==> config.mk <==
export PLATFORM = sky130hd
export DESIGN_NAME = multicycle_control_unit
export DESIGN_NICKNAME = d
export VERILOG_FILES = /design/src/rtl/mips_ctrl_pkg.sv /design/src/rtl/ctrl_opcode_class.sv /design/src/rtl/multicycle_control_unit.sv
export SDC_FILE = /design/constraint.sdc
export NUM_CORES = 1
export LEC_CHECK = 0
export ABC_AREA = 1
export CAP_MARGIN = 0
export CELL_PAD_IN_SITES_DETAIL_PLACEMENT = 1
export CELL_PAD_IN_SITES_GLOBAL_PLACEMENT = 1
export CORE_ASPECT_RATIO = 1.2
export CORE_MARGIN = 5
export CORE_UTILIZATION = 30
export DETAILED_ROUTE_END_ITERATION = 12
export GPL_ROUTABILITY_DRIVEN = 0
export PLACE_DENSITY = 0.8
export SYNTH_ARGS = -nofsm -noshare
export SYNTH_HDL_FRONTEND = slang
export SYNTH_SLANG_ARGS = --single-unit
==> constraint.sdc <==
create_clock -name clk -period 2.6 [get_ports clk]
set_input_delay 0.52 -clock clk [delete_from_list [all_inputs] [get_ports clk]]
set_output_delay 0.52 -clock clk [all_outputs]
set_load 0.02 [all_outputs]
==> src/rtl/mips_ctrl_pkg.sv <==
// Shared encodings for the multicycle MIPS control unit: opcodes, FSM states,
// ALUOp codes, datapath mux selects and the opcode class type.
package mips_ctrl_pkg;

    localparam logic [5:0] OP_RTYPE = 6'b000000;
    localparam logic [5:0] OP_LW    = 6'b100011;
    localparam logic [5:0] OP_SW    = 6'b101011;
    localparam logic [5:0] OP_BEQ   = 6'b000100;
    localparam logic [5:0] OP_J     = 6'b000010;
    localparam logic [5:0] OP_ADDI  = 6'b001000;
    localparam logic [5:0] OP_SLTI  = 6'b001010;
    localparam logic [5:0] OP_ANDI  = 6'b001100;
    localparam logic [5:0] OP_ORI   = 6'b001101;

    localparam logic [3:0] S_FETCH     = 4'd0;
    localparam logic [3:0] S_DECODE    = 4'd1;
    localparam logic [3:0] S_MEM_ADDR  = 4'd2;
    localparam logic [3:0] S_MEM_READ  = 4'd3;
    localparam logic [3:0] S_MEM_WB    = 4'd4;
    localparam logic [3:0] S_MEM_WRITE = 4'd5;
    localparam logic [3:0] S_EXECUTE   = 4'd6;
    localparam logic [3:0] S_R_WB      = 4'd7;
    localparam logic [3:0] S_BRANCH    = 4'd8;
    localparam logic [3:0] S_JUMP      = 4'd9;
    localparam logic [3:0] S_IMM_EXEC  = 4'd10;
    localparam logic [3:0] S_IMM_WB    = 4'd11;
    localparam logic [3:0] S_TRAP      = 4'd12;

    localparam logic [2:0] ALU_ADD   = 3'd0;
    localparam logic [2:0] ALU_SUB   = 3'd1;
    localparam logic [2:0] ALU_FUNCT = 3'd2;
    localparam logic [2:0] ALU_AND   = 3'd3;
    localparam logic [2:0] ALU_OR    = 3'd4;
    localparam logic [2:0] ALU_SLT   = 3'd5;

    localparam logic [1:0] SRCB_B      = 2'b00;
    localparam logic [1:0] SRCB_FOUR   = 2'b01;
    localparam logic [1:0] SRCB_IMM    = 2'b10;
    localparam logic [1:0] SRCB_IMM_SH = 2'b11;

    localparam logic [1:0] PCSRC_ALU    = 2'b00;
    localparam logic [1:0] PCSRC_ALUOUT = 2'b01;
    localparam logic [1:0] PCSRC_JUMP   = 2'b10;

    typedef enum logic [2:0] {
        CLS_MEMOP,
        CLS_RTYPE,
        CLS_BRANCH,
        CLS_JUMP,
        CLS_IMM,
        CLS_ILLEGAL
    } op_class_e;

    // ALU operation for the immediate group; addi (and anything else) adds.
    function automatic logic [2:0] imm_aluop(input logic [5:0] opc);
        case (opc)
            OP_SLTI: imm_aluop = ALU_SLT;
            OP_ANDI: imm_aluop = ALU_AND;
            OP_ORI:  imm_aluop = ALU_OR;
            default: imm_aluop = ALU_ADD;
        endcase
    endfunction

endpackage

==> src/rtl/ctrl_opcode_class.sv <==
// Combinational opcode classifier; optional instruction groups fold into
// CLS_ILLEGAL when disabled.
module ctrl_opcode_class
    import mips_ctrl_pkg::*;
#(
    parameter int EN_IMM  = 1,
    parameter int EN_JUMP = 1
) (
    input  logic [5:0] opcode_i,
    output op_class_e  op_class_o
);

    always_comb begin
        op_class_o = CLS_ILLEGAL;
        case (opcode_i)
            OP_LW, OP_SW: op_class_o = CLS_MEMOP;
            OP_RTYPE:     op_class_o = CLS_RTYPE;
            OP_BEQ:       op_class_o = CLS_BRANCH;
            OP_J:         if (EN_JUMP != 0) op_class_o = CLS_JUMP;
            OP_ADDI, OP_SLTI, OP_ANDI, OP_ORI:
                          if (EN_IMM != 0) op_class_o = CLS_IMM;
            default:      op_class_o = CLS_ILLEGAL;
        endcase
    end

endmodule

==> src/rtl/multicycle_control_unit.sv <==
// Moore FSM sequencing the shared-ALU multicycle MIPS datapath; memory states
// stall on mem_ready and unsupported opcodes park the FSM in TRAP.
module multicycle_control_unit
    import mips_ctrl_pkg::*;
#(
    parameter int ALUOP_W = 3,
    parameter int EN_IMM  = 1,
    parameter int EN_JUMP = 1
) (
    input  logic               clk,
    input  logic               rst,
    input  logic [5:0]         opcode,
    input  logic               mem_ready,
    output logic               PCWrite,
    output logic               PCWriteCond,
    output logic               IorD,
    output logic               MemRead,
    output logic               MemWrite,
    output logic               IRWrite,
    output logic               MemtoReg,
    output logic               RegDst,
    output logic               RegWrite,
    output logic               ALUSrcA,
    output logic [1:0]         ALUSrcB,
    output logic               ImmZext,
    output logic [ALUOP_W-1:0] ALUOp,
    output logic [1:0]         PCSource,
    output logic [3:0]         state,
    output logic               illegal_op
);

    logic [3:0] state_q, state_d;
    logic [5:0] opc_q, opc_d;
    op_class_e  op_class;

    ctrl_opcode_class #(
        .EN_IMM  (EN_IMM),
        .EN_JUMP (EN_JUMP)
    ) u_class (
        .opcode_i   (opcode),
        .op_class_o (op_class)
    );

    always_ff @(posedge clk or posedge rst) begin
        if (rst) begin
            state_q <= S_FETCH;
            opc_q   <= 6'd0;
        end else begin
            state_q <= state_d;
            opc_q   <= opc_d;
        end
    end

    always_comb begin
        state_d = state_q;
        opc_d   = opc_q;
        case (state_q)
            S_FETCH:     if (mem_ready) state_d = S_DECODE;
            S_DECODE: begin
                opc_d = opcode;
                case (op_class)
                    CLS_MEMOP:  state_d = S_MEM_ADDR;
                    CLS_RTYPE:  state_d = S_EXECUTE;
                    CLS_BRANCH: state_d = S_BRANCH;
                    CLS_JUMP:   state_d = S_JUMP;
                    CLS_IMM:    state_d = S_IMM_EXEC;
                    default:    state_d = S_TRAP;
                endcase
            end
            S_MEM_ADDR:  state_d = (opc_q == OP_LW) ? S_MEM_READ : S_MEM_WRITE;
            S_MEM_READ:  if (mem_ready) state_d = S_MEM_WB;
            S_MEM_WB:    state_d = S_FETCH;
            S_MEM_WRITE: if (mem_ready) state_d = S_FETCH;
            S_EXECUTE:   state_d = S_R_WB;
            S_R_WB:      state_d = S_FETCH;
            S_BRANCH:    state_d = S_FETCH;
            S_JUMP:      state_d = S_FETCH;
            S_IMM_EXEC:  state_d = S_IMM_WB;
            S_IMM_WB:    state_d = S_FETCH;
            S_TRAP:      state_d = S_TRAP;
            default:     state_d = S_TRAP;
        endcase
    end

    logic       pc_wr, pc_wr_cond, mem_wr, ir_wr, reg_wr;
    logic [2:0] aluop;

    always_comb begin
        pc_wr      = 1'b0;
        pc_wr_cond = 1'b0;
        mem_wr     = 1'b0;
        ir_wr      = 1'b0;
        reg_wr     = 1'b0;
        IorD       = 1'b0;
        MemRead    = 1'b0;
        MemtoReg   = 1'b0;
        RegDst     = 1'b0;
        ALUSrcA    = 1'b0;
        ALUSrcB    = SRCB_B;
        ImmZext    = 1'b0;
        aluop      = ALU_ADD;
        PCSource   = PCSRC_ALU;
        illegal_op = 1'b0;
        case (state_q)
            S_FETCH: begin
                MemRead = 1'b1;
                ALUSrcB = SRCB_FOUR;
                ir_wr   = mem_ready;
                pc_wr   = mem_ready;
            end
            S_DECODE:    ALUSrcB = SRCB_IMM_SH;
            S_MEM_ADDR: begin
                ALUSrcA = 1'b1;
                ALUSrcB = SRCB_IMM;
            end
            S_MEM_READ: begin
                MemRead = 1'b1;
                IorD    = 1'b1;
            end
            S_MEM_WB: begin
                reg_wr   = 1'b1;
                MemtoReg = 1'b1;
            end
            S_MEM_WRITE: begin
                mem_wr = 1'b1;
                IorD   = 1'b1;
            end
            S_EXECUTE: begin
                ALUSrcA = 1'b1;
                aluop   = ALU_FUNCT;
            end
            S_R_WB: begin
                reg_wr = 1'b1;
                RegDst = 1'b1;
            end
            S_BRANCH: begin
                ALUSrcA    = 1'b1;
                aluop      = ALU_SUB;
                pc_wr_cond = 1'b1;
                PCSource   = PCSRC_ALUOUT;
            end
            S_JUMP: begin
                pc_wr    = 1'b1;
                PCSource = PCSRC_JUMP;
            end
            S_IMM_EXEC: begin
                ALUSrcA = 1'b1;
                ALUSrcB = SRCB_IMM;
                aluop   = imm_aluop(opc_q);
                ImmZext = (opc_q == OP_ANDI) || (opc_q == OP_ORI);
            end
            S_IMM_WB:    reg_wr = 1'b1;
            S_TRAP:      illegal_op = 1'b1;
            default: ;
        endcase
    end

    // Write enables are masked by rst so a reset mid-instruction never commits.
    assign PCWrite     = pc_wr      & ~rst;
    assign PCWriteCond = pc_wr_cond & ~rst;
    assign MemWrite    = mem_wr     & ~rst;
    assign IRWrite     = ir_wr      & ~rst;
    assign RegWrite    = reg_wr     & ~rst;
    assign ALUOp       = ALUOP_W'(aluop);
    assign state       = state_q;

endmodule

-- After elaboration in Yosys (flattened, before gate mapping)
Index checks and enable logic that the tools add are counted.
- register bits after elaboration: 10
- input bits: 9
- eq/ne operators: 31
- mux-type cells: 23
- bitwise logic cells: 6
- reduce and logical (&&, ||, !) cells: 13
- operator list (operator ; count):
    == test 6 x 4 -> 1 bit (second input constant) ; 7
    one-hot mux 4 bit (8 select lines) ; 1
    == test 4 bit (second input constant) ; 5
    one-hot mux 4 bit (5 select lines) ; 1
    == test 6 bit (second input constant) ; 3
    one-hot mux 3 bit (3 select lines) ; 2
    == test 4 x 3 -> 1 bit (second input constant) ; 4
    one-hot mux 3 bit (5 select lines) ; 1
    2-to-1 mux 4 bit ; 3
    2-to-1 mux 1 bit ; 11
    == test 4 x 2 -> 1 bit (second input constant) ; 2
    OR reduction 2 bit ; 4
    OR reduction 4 bit ; 2
    == test 3 x 2 -> 1 bit (second input constant) ; 2
    == test 6 x 2 -> 1 bit (second input constant) ; 1
    == test 6 x 3 -> 1 bit (second input constant) ; 1
    logical NOT 6 bit ; 1
    inequality test 2 bit (second input constant) ; 3
    one-hot mux 2 bit (3 select lines) ; 1
    bitwise AND 1 bit ; 5
    OR reduction 5 bit ; 1
    == test 4 x 1 -> 1 bit (second input constant) ; 1
    logical NOT 4 bit ; 1
    one-hot mux 2 bit (2 select lines) ; 1
    other kinds (9) ; 9

-- Longest topological paths before layout
Gate-level depths: netlist (run 1).
- word-level depth: 6
- depth in mapped cells: 9
- depth with buffers taken out: 9

-- Modules after synthesis
From an unflattened synthesis (run 1), not the netlist that was laid out.
- cell total of the unflattened synthesis: 144
- area total of the unflattened synthesis: 874.6 um^2
- modules (own cells, without submodules) (module ; times used ; cells each ; area an instance (um^2) ; seq. area each (um^2)):
    multicycle_control_unit ; 1 ; 123 ; 778.2 ; 250.2
    ctrl_opcode_class ; 1 ; 21 ; 96.3 ; 0.0

-- Worst setup path before layout (run 1)
Ideal clock, no wire load.
- kind: register to output
- start: reg state_q[2] (netlist: state[2])
- end: out RegWrite
- data arrival time: 1.576 ns
- path slack: 0.504 ns
- cell stages (with the launch flop): 7
- path buffers: 0
- cells stage by stage: dfrtp_1 inv_1 nor2_2 inv_2 nor2_1 nor2_1 a21oi_1
- longest elaborated chain between the ends: 4
- elaborated cells on any way between the ends: 6
- ends and longest elaborated chain (item ; RTL line ; RTL):
    from (decl) ; multicycle_control_unit.sv:32 ; logic [3:0] state_q, state_d;
    from (signal assigned) ; multicycle_control_unit.sv:49 ; state_q <= state_d;
    == test 4 bit / == test 4 x 3 -> 1 bit (equally long branches) ; multicycle_control_unit.sv:104 ; case (state_q)
    OR reduction 3 bit (no line) * ; -- ;
    2-to-1 mux 1 bit * ; multicycle_control_unit.sv:104 ;
    bitwise AND 1 bit * ; multicycle_control_unit.sv:163 ; assign RegWrite = reg_wr & ~rst;
    to (decl) ; multicycle_control_unit.sv:22 ; output logic RegWrite,
Mark *: on every way between the ends. The rest lies on a longest branch, timed or not.

-- Worst setup path in the final report (run 1)
- start: reg state_q[2] (netlist: state[2])
- end: out PCWrite
- longest elaborated chain between the ends: 3
- elaborated cells on any way between the ends: 4
- ends and longest elaborated chain (item ; RTL line ; RTL):
    == test 4 bit / logical NOT 4 bit (equally long branches) ; multicycle_control_unit.sv:104 ;
    one-hot mux 1 bit (2 select lines) * ; multicycle_control_unit.sv:104 ;
    bitwise AND 1 bit * ; multicycle_control_unit.sv:159 ; assign PCWrite = pc_wr & ~rst;
    to (decl) ; multicycle_control_unit.sv:14 ; output logic PCWrite,
Marked as above.

==> flow_metrics.py, run 1 <==
metrics = {
    "power": {
        "switching_share_pct": 23.8,
        "p_per_area_mw_per_mm2": 243,
        "internal-power_uw": 224,
        "clkPwrFrac_pct": 36.2,
        "p_switching_uw": 69.9,
        "p_leak_nw": 0.676,
        "peakVddDrop_mv": 0.180,
        "power_frac_comb_pct": 10.9,
        "power_frac_seq_pct": 52.9,
    },
    "route": {
        "dr.first_iter.drc_count": 5,
        "antenna_left": 0,
        "first_pass_iters": 4,
        "wirelength_um": 2800,
        "wl_per_cell_um": 13.5,
        "route.detailed.drc": 0,
        "vias": 1023,
        "drt-vias-per-instance": 4.94,
    },
    "global_route": {
        "track_usage_pct": 15.9,
        "antenna_found_initial": 0,
        "grt-ovfl-total": 0,
        "grt_max_degree": 14,
        "grt_pass1_wl_um": 4710,
        "grt_pass1_vias": 1089,
    },
    "synthesis": {
        "synth_nets": 148,
        "syn_inst": 139,
        "synth-seq-cells": 10,
        "avgSynthCellArea_um2": 5.82,
        "synth_area_um2": 810,
        "yosysTopAreaCellShare_pct": 30.9,
        "yosys.cell_types.count": 15,
        "synth_top_cell_by_area": "dfrtp_1",
        "ys_seq_area_share_pct": 30.9,
        "synth_area_leaders": "dfrtp_1 (31%), nand2_1 (18%), nor2_1 (13%)",
        "yosys_warnings": 0,
    },
    "run_status": {
        "status": "complete, no violations",
    },
    "hold_path": {
        "hp-class": "reg2reg",
        "hold_depth": 2,
    },
    "clock_network": {
        "cts_num_sinks": 10,
        "path_clk_slew_ps": 60,
        "cts_buffers": 3,
        "root_buffer": "clkbuf_4",
        "cts-htree-levels": 1,
        "clockBufferDepth": 2,
        "cts_tree": "built",
        "clock_latency_ps": 270,
        "postCtsHoldBufs": 0,
    },
    "setup_path": {
        "slowest_delay_ps": 630,
        "crit_family": "buffers and inverters",
        "cp_common_cell": "nor2_1",
        "worst_ep_arrival_time_ps": 1950,
        "path_class": "reg2out",
        "crit_fanout": 6,
        "worstPathRequired_ps": 2080,
        "cp.depth": 6,
        "endpoint_kind": "primary output",
        "reg2reg_depth": 8,
        "crit_slowest_cell": "clkdlybuf4s50_1",
        "cp_num_buf_inv": 2,
        "crit_chain": "nor2_1 > inv_1 > nor2_1 > nand2_1 > o21ai_0 > clkdlybuf4s50_1",
        "critPathLaunchType": "flop",
    },
    "final_layout": {
        "multi_input_area_um2": 464,
        "num_antenna_cells": 0,
        "post-route-util_pct": 47.4,
        "finalNonFillerCells": 207,
        "nFillCells": 354,
        "final_cell_mix": "nand2_1 (39), nor2_1 (26), clkdlybuf4s50_1 (25)",
        "nets": 185,
        "area.sequential_um2": 251,
        "drive_above_1_share_pct": 9.77,
        "final_common_cell": "nand2_1",
        "syn_to_final_growth_pct": 49.5,
    },
    "timing": {
        "fin_worst_skew_ps": 3.54,
        "period_minus_slack_ps": 2470,
        "relSlewSlack_pct": 82.6,
        "worstMarginPinSlew_ps": 261,
        "drv_slew": 0,
        "finalSetupTns_ps": 0,
        "setup_viol": 0,
        "min_period_over_period_pct": 95.0,
        "grt_setup_unrepaired": "false",
        "hold_viol": 0,
        "worst_slack_ps": 130,
        "fmax_ghz": 0.405,
    },
    "place": {
        "dp_slack_ps": 189,
        "hpwlAfterDp_um": 2340,
        "dpl.cell_count": 204,
        "portBuffers": 31,
    },
    "die": {
        "die_h_um": 66.9,
        "start_util_pct": 31.7,
        "ios": 32,
        "floorplan.die.width_um": 57.4,
        "coreArea_mm2": 0.00255,
        "dieArea_mm2": 0.00384,
        "std_cell_rows": 20,
    },
    "flow_run": {
        "max_cap_violations": 0,
    },
}
## worst paths after layout
kind                                            from                   end  slack, ps
worst max-delay path            state[2]$_DFFE_PP0P_               PCWrite        130
worst min-delay path            opc_q[1]$_DFFE_PP0P_  opc_q[1]$_DFFE_PP0P_        570
worst max register to register  state[2]$_DFFE_PP0P_  state[0]$_DFFE_PP0P_       1150
worst min register to register  opc_q[1]$_DFFE_PP0P_  opc_q[1]$_DFFE_PP0P_        570
max in group asynchronous                        rst  state[3]$_DFFE_PP0P_       1730
min in group asynchronous                        rst  state[3]$_DFFE_PP0P_        720
## power groups by stage
stage	Clock [mW]	Sequential, mW	Combinational (mW)
4_1_cts	0.112	0.156	0.0328
6_report	0.106	0.156	0.0319
5_1_grt	0.118	0.155	0.0357
3_5_place_dp	0	0.158	0.0327
2_1_floorplan	0	0.158	0.0110
3_3_place_gp	0	0.158	0.0308
## final cells by class
class                           count  area share (%)
Multi-Input combinational cell    104            38.4
Timing Repair Buffer               33            28.1
Sequential cell                    10            20.8
Inverter                           24            7.45
Tap cell                           33            3.41
Clock buffer                        3            1.86
## per-layer routing
metal  global-route usage (%)  vias up  routed length (um)  part of all wire [%]
met3                     2.13        9                 147                   5.3
met5                        0        -                   0                     0
li1                         -      507                   -                     -
met4                     10.7        0                 104                   3.7
met1                     15.6      474                1110                    40
met2                     30.4       33                1440                    51
## registers in the layout, summed over array words and instances (netlist names)
register  count
state         4
opc_q         6
## cells in the mapped netlist
| cell | count |
|---|---|
| nand2_1 | 39 |
| nor2_1 | 27 |
| inv_1 | 19 |
| nand3_1 | 12 |
| dfrtp_1 | 10 |
| o21ai_1 | 6 |
| inv_2 | 5 |
| o21ai_0 | 5 |
| a21oi_1 | 4 |
| nor2_2 | 3 |
| nand3b_1 | 2 |
| nand4_1 | 2 |
| nor2_4 | 2 |
| nor3_1 | 2 |
| buf_4 | 1 |
## worst reg2reg max path, delay by kind of cell (launching register included)
kind | cells | cell delay (ps)
simple gates | 5 | 530
compound gates | 1 | 110
buf+inv | 2 | 280
flops | 1 | 450
## metrics by stage
stage | hold WS (ps) | power, mW | instance area, um^2
5_1_grt | 603 | 0.309 | 1210
2_1_floorplan | 368 | 0.170 | 810
3_3_place_gp | 530 | 0.189 | 1170
3_5_place_dp | 561 | 0.191 | 1170
6_report | 569 | 0.294 | 1210
4_1_cts | 576 | 0.301 | 1190
## logic make-up after synthesis
logic type / after synthesis / share of synthesized area [%]
DFF: 10 / 30.9
and+or+nand+nor: 89 / 47.8
AOI/OAI and AO/OA: 15 / 9.27
buffers and inverters: 25 / 12.1
## timing repair
action | 4_1_cts | 5_1_grt
setup endpoints to repair | 0 | 8
resized for setup | 0 | 8
buffers inserted | 0 | 0
Note: power is estimated with default switching activity, not from simulation.
==> run 2: changes to the inputs <==
- CORE_MARGIN: 5 -> unset
- SLEW_MARGIN: unset -> 20
==> run 2 against run 1 <==
Compared with the run above:
- power is 12% higher
- global-route usage rose by 4.5 points
- register-to-register slack is essentially flat
- core utilization rose by 0.39 points
- first-iteration DRC count unchanged
- fmax fell by 0.65%
- clock power up 33%
- critical path depth is the same
- setup slack got worse by 16 ps
- clock skew up 2.2 ps
- sequential share of layout area down 0.068 points
- highest routed layer unchanged
- die area fell by 24%
==> flow_metrics.py, run 2 (synthesis gave the netlist of run 1 again) <==
metrics = {
    "die": {
        "die_h_um": 58.9,
        "coreArea_mm2": 0.00255,
        "ios": 32,
        "floorplan.die.width_um": 49.4,
        "start_util_pct": 31.7,
        "std_cell_rows": 20,
        "dieArea_mm2": 0.00291,
    },
    "timing": {
        "period_minus_slack_ps": 2490,
        "fmax_ghz": 0.402,
        "fin_worst_skew_ps": 5.78,
        "setup_viol": 0,
        "min_period_over_period_pct": 95.6,
        "hold_viol": 0,
        "grt_setup_unrepaired": "false",
        "drv_slew": 0,
        "worst_slack_ps": 114,
        "relSlewSlack_pct": 82.2,
        "holdWs_ps": 557,
        "finalSetupTns_ps": 0,
        "worstMarginPinSlew_ps": 266,
    },
    "final_layout": {
        "final_cell_mix": "nand2_1 (39), clkdlybuf4s50_1 (27), nor2_1 (26)",
        "post-route-util_pct": 47.8,
        "nets": 185,
        "num_antenna_cells": 0,
        "top_register": "opc_q",
        "syn_to_final_growth_pct": 50.7,
        "largest_reg_flops": 6,
        "final_common_cell": "nand2_1",
        "finalNonFillerCells": 208,
        "drive_above_1_share_pct": 10.9,
    },
    "setup_path": {
        "cp_num_buf_inv": 2,
        "critPathLaunchType": "flop",
        "slowest_delay_ps": 620,
        "crit_family": "buffers and inverters",
        "cp_common_cell": "nor2_1",
        "path_class": "reg2out",
        "reg2reg_slack_ps": 1160,
        "reg2reg_depth": 8,
        "worst_ep_arrival_time_ps": 1970,
        "r2r_end": "state[0]$_DFFE_PP0P_",
        "endpoint_kind": "primary output",
        "worstPathRequired_ps": 2080,
        "timing.rr.start": "state[3]$_DFFE_PP0P_",
        "crit_chain": "nor2_2 > inv_1 > nor2_1 > nor2_1 > a21oi_1 > clkdlybuf4s50_1",
        "crit_fanout": 6,
        "crit_slowest_cell": "clkdlybuf4s50_1",
    },
    "route": {
        "wirelength_um": 2640,
        "vias": 996,
        "met3_length_um": 81,
        "wl_per_cell_um": 12.7,
        "drt-met1-wl_um": 1120,
        "routed-wl-met2_um": 1380,
        "dr.max_layer_used": "met4",
        "dr.first_iter.drc_count": 5,
        "antenna_left": 0,
        "first_pass_iters": 4,
        "drt-vias-per-instance": 4.79,
        "route.detailed.drc": 0,
    },
    "clock_network": {
        "cts_num_sinks": 10,
        "path_clk_slew_ps": 70,
        "postCtsHoldBufs": 0,
        "cts_resized": 0,
        "root_buffer": "clkbuf_4",
        "cts-htree-levels": 1,
        "post_cts_buffers": 0,
        "clock_latency_ps": 260,
        "cts_buffers": 3,
        "clockBufferDepth": 2,
        "cts_tree": "built",
    },
    "power": {
        "p_per_area_mw_per_mm2": 269,
        "p_leak_nw": 0.645,
        "peakVddDrop_mv": 0.134,
    },
    "place": {
        "dpl.cell_count": 204,
        "dp_slack_ps": 173,
        "hpwlAfterDp_um": 2190,
        "portBuffers": 31,
    },
    "global_route": {
        "track_usage_pct": 20.4,
        "antenna_found_initial": 0,
        "grt-ovfl-total": 0,
        "grt_pass1_vias": 1021,
        "grt_pass1_wl_um": 4550,
        "grt_max_degree": 14,
    },
    "flow_run": {
        "max_cap_violations": 0,
    },
    "hold_path": {
        "hold_depth": 2,
        "hold_end": "opc_q[1]$_DFFE_PP0P_",
        "min-delay-start": "opc_q[1]$_DFFE_PP0P_",
        "hp-class": "reg2reg",
    },
    "run_status": {
        "status": "complete, no violations",
    },
}
## run 2: power by group
group | internal [mW] | leakage, nW | total, mW | switching [mW]
Sequential | 0.155 | 0.0973 | 0.155 | 0
Combinational | 0.0149 | 0.527 | 0.0323 | 0.0174
Clock | 0.0849 | 0.0210 | 0.141 | 0.0556
## run 2: worst max path at each step
stage	startpoint	to	slack [ps]	cells after the start
after floorplan	state[2]$_DFFE_PP0P_	RegWrite	500	6
after global placement	mem_ready	PCWrite	230	4
after detailed placement	rst	PCWrite	170	5
after CTS	state[0]$_DFFE_PP0P_	ALUOp[0]	40	8
after global routing	state[0]$_DFFE_PP0P_	RegWrite	1	6
final	state[0]$_DFFE_PP0P_	RegWrite	110	6
## run 2: final cells by class
| class | instances | area (um^2) |
|---|---|---|
| clock buffers | 4 | 36.3 |
| fillers | 360 | 1330 |
| inverters | 24 | 90.1 |
| multi-input cells | 104 | 464 |
| flip-flops and latches | 10 | 253 |
| well taps | 33 | 41.3 |
| repair buffers | 33 | 335 |
## run 2: worst register-to-register path: cells and delay by family (launching register included)
family,cells,cell delay [ps]
flops,1,450
simple gates,5,530
buf+inv,2,290
compound gates,1,110
## run 2: routing by layer
layer / GRT usage (%) / vias to the layer above
met5: 0 / -
met4: 10.6 / 0
met3: 2.07 / 6
met2: 39.1 / 32
met1: 22.1 / 454
li1: - / 504
## run 2: stage by stage
| stage | power, mW | cell area [um^2] |
|---|---|---|
| 2_1_floorplan | 0.170 | 810 |
| 3_3_place_gp | 0.189 | 1170 |
| 3_5_place_dp | 0.191 | 1170 |
| 4_1_cts | 0.332 | 1200 |
| 5_1_grt | 0.340 | 1220 |
| 6_report | 0.328 | 1220 |
